[config.mk]
export PLATFORM = sky130hd
export DESIGN_NAME = serial_bit_transmitter
export DESIGN_NICKNAME = d
export VERILOG_FILES = /design/src/rtl/serial_bit_transmitter.sv
export SDC_FILE = /design/constraint.sdc
export NUM_CORES = 1
export LEC_CHECK = 0
export BUFFER_PORTS_ARGS = -buffer_cell sky130_fd_sc_hd__buf_2
export CAP_MARGIN = 40
export CORE_MARGIN = 3
export CORE_UTILIZATION = 40
export CTS_CLUSTER_DIAMETER = 80
export CTS_CLUSTER_SIZE = 25
export DETAILED_ROUTE_END_ITERATION = 12
export GPL_ROUTABILITY_DRIVEN = 0
export GPL_TIMING_DRIVEN = 0
export MAX_ROUTING_LAYER = met4
export PLACE_DENSITY = 0.64
export SLEW_MARGIN = 20
export SYNTH_ARGS = -nofsm -noshare
export SYNTH_HDL_FRONTEND = slang
export SYNTH_SLANG_ARGS = --single-unit
[constraint.sdc]
create_clock -name clk -period 1.7 [get_ports clk]
set_input_delay 0.34 -clock clk [delete_from_list [all_inputs] [get_ports clk]]
set_output_delay 0.34 -clock clk [all_outputs]
set_load 0.05 [all_outputs]
[src/rtl/serial_bit_transmitter.sv]
// serial_bit_transmitter: parallel-in, serial-out frame transmitter.
// Frame = start bit (0), DATA_BITS data bits LSB first, optional even
// parity bit, stop bit (1); every bit is held for CLKS_PER_BIT clocks.
// Optional parity is enabled by defining the macro SERIAL_TX_PARITY_EN.
// tx_serial is a register fed from the current state, so the line trails
// the state machine by one clock (start bit appears the edge after accept).
module serial_bit_transmitter #(
   parameter int CLKS_PER_BIT = 4,
   parameter int DATA_BITS    = 8
) (
   input  logic                 clk,
   input  logic                 rst_n,
   input  logic                 tx_valid,
   input  logic [DATA_BITS-1:0] tx_data,
   output logic                 tx_ready,
   output logic                 tx_serial,
   output logic                 tx_busy
);

   localparam int CNT_W = (CLKS_PER_BIT > 1) ? $clog2(CLKS_PER_BIT) : 1;
   localparam int BIT_W = $clog2(DATA_BITS + 1);

   localparam logic [CNT_W-1:0] BAUD_LAST = CNT_W'(CLKS_PER_BIT - 1);
   localparam logic [BIT_W-1:0] BIT_LAST  = BIT_W'(DATA_BITS - 1);

   typedef enum logic [2:0] {
      ST_IDLE   = 3'd0,
      ST_START  = 3'd1,
      ST_DATA   = 3'd2,
`ifdef SERIAL_TX_PARITY_EN
      ST_PARITY = 3'd3,
`endif
      ST_STOP   = 3'd4
   } state_t;

   state_t                 state_q, state_d;
   logic [CNT_W-1:0]       baud_q, baud_d;
   logic [BIT_W-1:0]       bit_q, bit_d;
   logic [DATA_BITS-1:0]   shift_q, shift_d;
   logic                   serial_q, serial_d;
`ifdef SERIAL_TX_PARITY_EN
   logic                   parity_q, parity_d;
`endif

   logic                   bit_end;

   assign bit_end   = (baud_q == BAUD_LAST);
   assign tx_ready  = (state_q == ST_IDLE);
   assign tx_busy   = (state_q != ST_IDLE);
   assign tx_serial = serial_q;

   // Next-state, counters, shift register and next line level
   always_comb begin
      state_d  = state_q;
      baud_d   = baud_q;
      bit_d    = bit_q;
      shift_d  = shift_q;
      serial_d = 1'b1;
`ifdef SERIAL_TX_PARITY_EN
      parity_d = parity_q;
`endif

      // Baud counter runs in every non-idle state and wraps at period end
      if (state_q != ST_IDLE) begin
         baud_d = bit_end ? '0 : baud_q + CNT_W'(1);
      end

      case (state_q)
         ST_IDLE: begin
            serial_d = 1'b1;
            baud_d   = '0;
            bit_d    = '0;
            if (tx_valid && tx_ready) begin
               shift_d  = tx_data;
`ifdef SERIAL_TX_PARITY_EN
               parity_d = ^tx_data;
`endif
               state_d  = ST_START;
            end
         end
         ST_START: begin
            serial_d = 1'b0;
            if (bit_end) begin
               state_d = ST_DATA;
            end
         end
         ST_DATA: begin
            serial_d = shift_q[0];
            if (bit_end) begin
               shift_d = shift_q >> 1;
               if (bit_q == BIT_LAST) begin
                  bit_d   = '0;
`ifdef SERIAL_TX_PARITY_EN
                  state_d = ST_PARITY;
`else
                  state_d = ST_STOP;
`endif
               end else begin
                  bit_d = bit_q + BIT_W'(1);
               end
            end
         end
`ifdef SERIAL_TX_PARITY_EN
         ST_PARITY: begin
            serial_d = parity_q;
            if (bit_end) begin
               state_d = ST_STOP;
            end
         end
`endif
         ST_STOP: begin
            serial_d = 1'b1;
            if (bit_end) begin
               state_d = ST_IDLE;
            end
         end
         default: begin
            serial_d = 1'b1;
            baud_d   = '0;
            bit_d    = '0;
            state_d  = ST_IDLE;
         end
      endcase
   end

   // State and datapath registers; reset aborts any frame and idles the line high
   always_ff @(posedge clk or negedge rst_n) begin
      if (!rst_n) begin
         state_q  <= ST_IDLE;
         baud_q   <= '0;
         bit_q    <= '0;
         shift_q  <= '0;
         serial_q <= 1'b1;
`ifdef SERIAL_TX_PARITY_EN
         parity_q <= 1'b0;
`endif
      end else begin
         state_q  <= state_d;
         baud_q   <= baud_d;
         bit_q    <= bit_d;
         shift_q  <= shift_d;
         serial_q <= serial_d;
`ifdef SERIAL_TX_PARITY_EN
         parity_q <= parity_d;
`endif
      end
   end

endmodule

* Yosys cells after proc, flatten, opt, wreduce, memory -nomap -nowiden *
Index checks and enable logic that the tools add are counted.

word-level totals
  bits in registers = 18
  bits in latches = 0
  memory bits (writable) = 0
  memory bits (read-only) = 0
  bits of input ports = 11
  output and inout bits = 3
  logic and storage cells = 44
  memories = 0

operators by class
  add/subtract/negate cells = 2
  multiply operators = 0
  div/mod/pow operators = 0
  magnitude comparators = 0
  equality and inequality tests = 11
  shifts and indexed selects = 0
  muxes and demuxes = 16
  bitwise logic cells = 1
  reduce and logical (&&, ||, !) cells = 9

operators by type and width
  cell                 number
  $mux 8               2
  $pmux 8 s2           1
  $mux 3               5
  $pmux 3 s4           1
  $mux 4               2
  $ne 2x2->1 const B   4
  $pmux 4 s2           1
  $mux 2               3
  $reduce_and 5->1     1
  $add 4x1->4 const B  1
  $eq 4x3->1 const B   1
  $ne 2x1->1 const B   2
  $eq 3x1->1 const B   1
  $eq 3x2->1 const B   1
  $eq 3x3->1 const B   1
  $logic_not 3->1      1
  $reduce_and 3->1     1
  $reduce_bool 3->1    1
  $reduce_or 3->1      1
  $add 2x1->2 const B  1
  $eq 2x2->1 const B   1
  $pmux 1 s2           1
  $reduce_and 2->1     1
  $reduce_bool 2->1    1
  3 further kinds      3

* Depth between registers and ports, before layout *
Gate-level depths: netlist of run 1.

  depth in word-level cells = 4
  gate-level depth with buffers = 5
  gate-level depth less buffers = 4

* Worst setup path before layout of run 1 *
No wires, ideal clock.

  kind = reg2out
  start = register state_q[1]
  end = output tx_ready
  arrival time = 1655 ps
  data required time = 1360 ps
  path slack = -295 ps
  stages on the path, launching flop included = 5
  path buffers = 2
  path through = dfrtp_1 buf_6 clkbuf_1 or3_1 inv_1

between the ends
  word-level cells in the longest chain between the ends = 1

ends and longest elaborated chain
  item                    line  text
  start, declared         36    state_t state_q, state_d;
  start signal, assigned  138   state_q <= state_d;
  $logic_not 3->1         48    assign tx_ready = (state_q == ST_IDLE);
  end, declared           15    output logic tx_ready,

Every way passes these cells.

* Worst setup path after layout of run 1 *
  start = register state_q[0]
  end = output tx_ready

Same word-level chain as after synthesis.

==> impl_metrics.toml, run 1 <==
[worst_hold_path]
hold_start = "tx_data[7]"
hp-class = "in2reg"

[finish]
areaGrowthSynthToFinish_pct = 20.7
layoutNonFillerInstCount = 145
layout-drive-gt1-share = 0.410
fin_area_sq_um = 1250
nets = 132
fill_cells = 206
n_antenna_cell = 0

[logic_synthesis]
synth_area_per_cell_sq_um = 11.0
syn_nets = 108
synth_compound_area_frac = 0.0703
synth_top_family_by_area = "simple AND/OR/NAND/NOR gates"
synth_mux_area_frac = 0.182
synth_fa_ha_area_frac = 0.0364
synth_xor_area_frac = 0.0255
ys_seq_area_frac = 0.438
yosysUniqueCellTypes = 29
synth_cells = 94
synth-warning-count = 0
synthSimpleGateAreaFrac = 0.204
synth_area_sq_um = 1030
synth-seq-cells = 18

[sta]
min_period_ns = 1.74
finalHoldViolations = 0
max_freq_mhz = 574
drv_slew = 0
setup_viol = 1
tightestPinTransition_ns = 0.421
hold_ws_ns = 0.319
post-route-period-util = 1.03
rsz0062_at_grt = "yes"
layout_setup_ws_ns = -0.0434
fin_skew_ns = 0.000826
slew_headroom = 0.719

[setup_path]
path_class = "reg2out"
worst-path-buf-inv = 2
critPathLaunch = "state_q[0]"
cp-start-kind = "register"
crit_path_top_delay_cell = "dfrtp_2"
timing.rr.start = "baud_q[0]"
cp.required_ns = 1.36
path_delay_family = "flip-flops"
path_cells = "or3_4 -> clkinvlp_4 -> buf_8"
end_kind = "primary output"
cp.arrival_ns = 1.40
cp_max_fo = 6
cp_slowest_stage_delay_ns = 0.46

[floorplanning]
rows = 17
io_pins = 14
die_width_microns = 56.8
core_sq_um = 2320
start_util = 0.445
die_h_microns = 56.8
dieArea_sq_um = 3230

[global_route]
grt.overflow.total = 0
grt_usage = 0.143
grt_max_degree = 19
antenna_found_initial = 0
grt_pass1_vias = 815
grt_pass1_wl_microns = 3550

[drt]
ant_nets = 0
drc = 0
drt_first_pass_iters = 4
vias_per_cell = 5.34
drt_iter0_markers = 19
wirelength_microns = 2040
via_count = 775
detail_route.wl_per_cell_microns = 14.0

[place]
place_area_sq_um = 1140
dp_hpwl_microns = 1390
dp.cells = 135
io_buffers = 13

[clock_network]
cts_tree = "done"
numCtsBuffers = 3
cts_sinks = 18
cts-root-buf = "clkbuf_4"
cts_max_level = 1
clockBufferDepth = 2
clock_latency_ns = 0.29
clkTransAtPathRegs_ns = 0.10

[status]
status = "complete, but fails checks"
violations = "setup timing"

[run]
max-cap-violations = 0

[pwr]
power_density_nw_per_um2 = 1520
power_uw = 1900
leakage_uw = 0.000556
peakVddDrop_v = 0.00118
==> cell type report <==
cell class                      count  area (sq um)  share of cell area
Timing Repair Buffer               23           160               0.129
Tap cell                           28          35.0              0.0281
Buffer                              2          12.5              0.0100
Multi-Input combinational cell     67           543               0.436
Clock buffer                        4          26.3              0.0211
Sequential cell                    18           454               0.364
Inverter                            3          15.0              0.0120
==> worst reg2reg max path, cell delays in order (launching register included) <==
cell      delay [ns]
dfrtp_1         0.41
ha_1            0.20
clkbuf_4        0.18
and4b_1         0.24
or3b_1          0.36
a21oi_1         0.14
==> metal layers <==
| layer | share of wire | global-route usage | vias to the layer above |
|---|---|---|---|
| li1 | - | - | 380 |
| met1 | 0.46 | 0.173 | 383 |
| met2 | 0.50 | 0.236 | 8 |
| met3 | 0.018 | 0.0138 | 4 |
| met4 | 0.022 | 0.0695 | 0 |
| met5 | 0 | - | - |
==> cell usage after synthesis <==
cell type	count	share of area
a211oi_1	1	0.0073
a21oi_1	1	0.0048
a22oi_1	1	0.0073
and4b_1	1	0.0097
buf_2	4	0.019
buf_6	1	0.011
clkbuf_1	1	0.0036
dfrtp_1	17	0.41
dfstp_2	1	0.025
ha_1	3	0.036
inv_1	3	0.011
mux2_2	14	0.15
mux2i_1	3	0.029
nand2_1	5	0.018
nand4_1	1	0.0061
nand4b_1	1	0.0085
nand4bb_1	1	0.011
nor2_1	4	0.015
nor2b_1	8	0.048
nor3_1	2	0.0097
nor3_4	1	0.016
nor3b_1	1	0.0073
nor4bb_1	3	0.029
o21ai_0	9	0.044
o21bai_1	1	0.0073
or3_1	1	0.0061
or3b_1	1	0.0085
or4bb_1	1	0.011
xor2_1	3	0.025
==> sequential cells by signal, summed over array words and instances (netlist names) <==
signal,cells
shift_q,8
bit_q,4
state_q,3
baud_q,2
tx_serial,1
==> power by group <==
part	leakage, uW	total (uW)	internal (uW)	switching [uW]
clock network	0.0000150	222	91.3	131
logic	0.000319	989	487	502
registers	0.000222	685	595	90.3
total	0.000556	1900	1170	723
==> per-stage QoR <==
stage / util / setup TNS [ns] / worst slack, ns
final: 0.538 / -0.0434 / -0.0434
after detailed placement: 0.492 / -0.0621 / -0.0621
after CTS: 0.542 / -0.263 / -0.164
after global placement: 0.492 / -0.0383 / -0.0383
after global routing: 0.538 / -0.139 / -0.101
after floorplan: - / 0 / 0.0220
==> cells by family after synthesis <==
group	after synthesis
xor+xnor	3
mux	17
fa+ha+maj	3
flops	18
compound gates	13
simple gates	31
buf+inv	9
==> worst paths after layout <==
| check | to | slack (ns) | cells after the start |
|---|---|---|---|
| min reg2reg | baud_q[0] | 0.48 | 1 |
| max | tx_ready | -0.04 | 3 |
| max in group asynchronous | tx_serial | 0.87 | 2 |
| min in group asynchronous | bit_q[0] | 0.50 | 2 |
| min | shift_q[7] | 0.32 | 3 |
| max reg2reg | state_q[1] | 0.09 | 5 |
==> placed cells by master (no fill, tap or decap), drive strengths merged, types with 2 or more instances in the layout <==
cell type	Yosys	final
o21ai	9	9
dfrtp	17	17
ha	3	3
inv	3	2
mux2	14	14
nor2	4	4
nor3	3	3
mux2i	3	3
nand2	5	5
nor2b	8	8
nor4bb	3	3
xor2	3	3
clkbuf	1	6
buf	5	22
==> repair_timing <==
action | in CTS | in global routing
buffers inserted | 6 | 3
hold buffers | 1 | 0
resized for setup | 12 | 2
pin swaps | 1 | 2
setup endpoints to repair | 7 | 10
endpoints found under the hold margin | 17 | 0
(Power assumes the default switching activity.)
==> inputs of run 2 (changes only) <==
CTS_BUF_LIST = sky130_fd_sc_hd__clkbuf_2 sky130_fd_sc_hd__clkbuf_4 sky130_fd_sc_hd__clkbuf_8   (was default)
==> impl_metrics.toml, run 2 (same netlist as run 1, synthesis figures left out) <==
[status]
status = "complete, but fails checks"
violations = "setup timing"

[sta]
fin_skew_ns = 0.00445
post-route-period-util = 1.02
setup_tns_ns = -0.0403
rsz0062_at_grt = "yes"
min_period_ns = 1.74
finalHoldViolations = 0
max_freq_mhz = 575
setup_viol = 1
layout_setup_ws_ns = -0.0403
tightestPinTransition_ns = 0.414
drv_slew = 0
slew_headroom = 0.724

[finish]
top_regs = "shift_q (8), bit_q (4), state_q (3)"
fill_cells = 207
largest_register_ffs = 8
most-common-layout-cells = "15 x dfrtp_1, 14 x mux2_2, 12 x buf_2"
largest_register = "shift_q"
seqCellArea_sq_um = 454
nets = 132
final_common_cell = "dfrtp_1"
areaGrowthSynthToFinish_pct = 21.1
n_antenna_cell = 0
layout-drive-gt1-share = 0.419
fin_area_sq_um = 1250
multi_input_area_sq_um = 543
layoutNonFillerInstCount = 145

[global_route]
grt_max_degree = 19
antenna_found_initial = 0
grt_usage = 0.143
grt_pass1_wl_microns = 3550
grt_pass1_vias = 815
grt.overflow.total = 0

[setup_path]
cp_slowest_stage_delay_ns = 0.45
timing.rr.start = "baud_q[0]"
path_class = "reg2out"
cp.arrival_ns = 1.40
critPathLaunch = "state_q[0]"
path_cells = "or3_4 -> clkinvlp_4 -> buf_8"
crit_path_top_delay_cell = "dfrtp_2"
cp_max_fo = 6
cp-start-kind = "register"
path_delay_family = "flip-flops"
end_kind = "primary output"
worst-path-buf-inv = 2
cp.required_ns = 1.36

[clock_network]
cts_max_level = 1
cts_sinks = 18
clock_latency_ns = 0.29
cts_tree = "done"
numCtsBuffers = 3
clockBufferDepth = 2
cts-root-buf = "clkbuf_4"
clkTransAtPathRegs_ns = 0.10

[floorplanning]
die_width_microns = 56.8
dieArea_sq_um = 3230
rows = 17
start_util = 0.445
die_h_microns = 56.8
core_sq_um = 2320
io_pins = 14

[place]
dp_hpwl_microns = 1390
place_area_sq_um = 1140
dp.cells = 135
dpl_worst_slack_ns = -0.0621
io_buffers = 13

[worst_hold_path]
hp-class = "in2reg"
hold_start = "tx_data[7]"

[run]
max-cap-violations = 0

[pwr]
peakVddDrop_v = 0.00118
switching_share = 0.378
power_frac_comb = 0.517
leakage_uw = 0.000559
power_density_nw_per_um2 = 1530
p_clk_frac = 0.125
p_seq_frac = 0.358
switchingPower_uw = 723
internal_power_uw = 1190

[drt]
wirelength_microns = 2030
detail_route.wl_per_cell_microns = 14.0
drt_first_pass_iters = 4
drc = 0
drt_iter0_markers = 25
ant_nets = 0
via_count = 775
vias_per_cell = 5.34
-- run 2: final timing paths --
| kind | endpoint | slack (ns) | cells past startpoint |
|---|---|---|---|
| max in group asynchronous | tx_serial | 0.87 | 2 |
| setup reg to reg | state_q[1] | 0.10 | 5 |
| hold reg to reg | baud_q[0] | 0.48 | 1 |
| setup / recovery | tx_ready | -0.04 | 3 |
| hold / removal | shift_q[7] | 0.32 | 3 |
| min in group asynchronous | bit_q[0] | 0.50 | 2 |
-- run 2: power groups by stage --
| stage | Sequential (uW) | Combinational, uW | Clock (uW) |
|---|---|---|---|
| after floorplan | 715 | 642 | 0 |
| after global routing | 713 | 1080 | 272 |
| after global placement | 687 | 814 | 0 |
| after CTS | 693 | 998 | 244 |
| final | 685 | 988 | 239 |
| after detailed placement | 695 | 841 | 0 |
-- run 2: cell type report --
cell class,instances,area share
multi-input cells,67,0.434
flip-flops and latches,18,0.363
repair buffers,23,0.128
well taps,28,0.0280
clock buffers,4,0.0240
inverters,3,0.0120
plain buffers,2,0.0100
-- run 2: timing repair --
item / 4_1_cts / 5_1_grt
endpoints found under the hold margin: 17 / 0
pin swaps: 1 / 2
setup endpoints to repair: 7 / 10
resized for setup: 12 / 2
buffers inserted: 6 / 3
hold buffers: 1 / 0
-- run 2: per-layer routing --
| metal | wire length (microns) | global-route usage | vias to the layer above |
|---|---|---|---|
| li1 | - | - | 379 |
| met1 | 929 | 0.173 | 382 |
| met2 | 1010 | 0.236 | 10 |
| met3 | 44 | 0.0138 | 4 |
| met4 | 44 | 0.0695 | 0 |
| met5 | 0 | - | - |
-- run 2: per-stage QoR --
| step | util | hold slack, ns | total power, uW |
|---|---|---|---|
| floorplan | - | 0.0444 | 1360 |
| global placement | 0.492 | 0.299 | 1500 |
| detailed placement | 0.492 | 0.301 | 1540 |
| CTS | 0.543 | 0.324 | 1940 |
| global route | 0.539 | 0.300 | 2060 |
| finish | 0.539 | 0.316 | 1910 |
-- run 2: worst register-to-register path, stage by stage, from the launching register on --
cell,delay (ns)
dfrtp_1,0.41
ha_1,0.20
clkbuf_4,0.18
and4b_1,0.24
or3b_1,0.36
a21oi_1,0.14
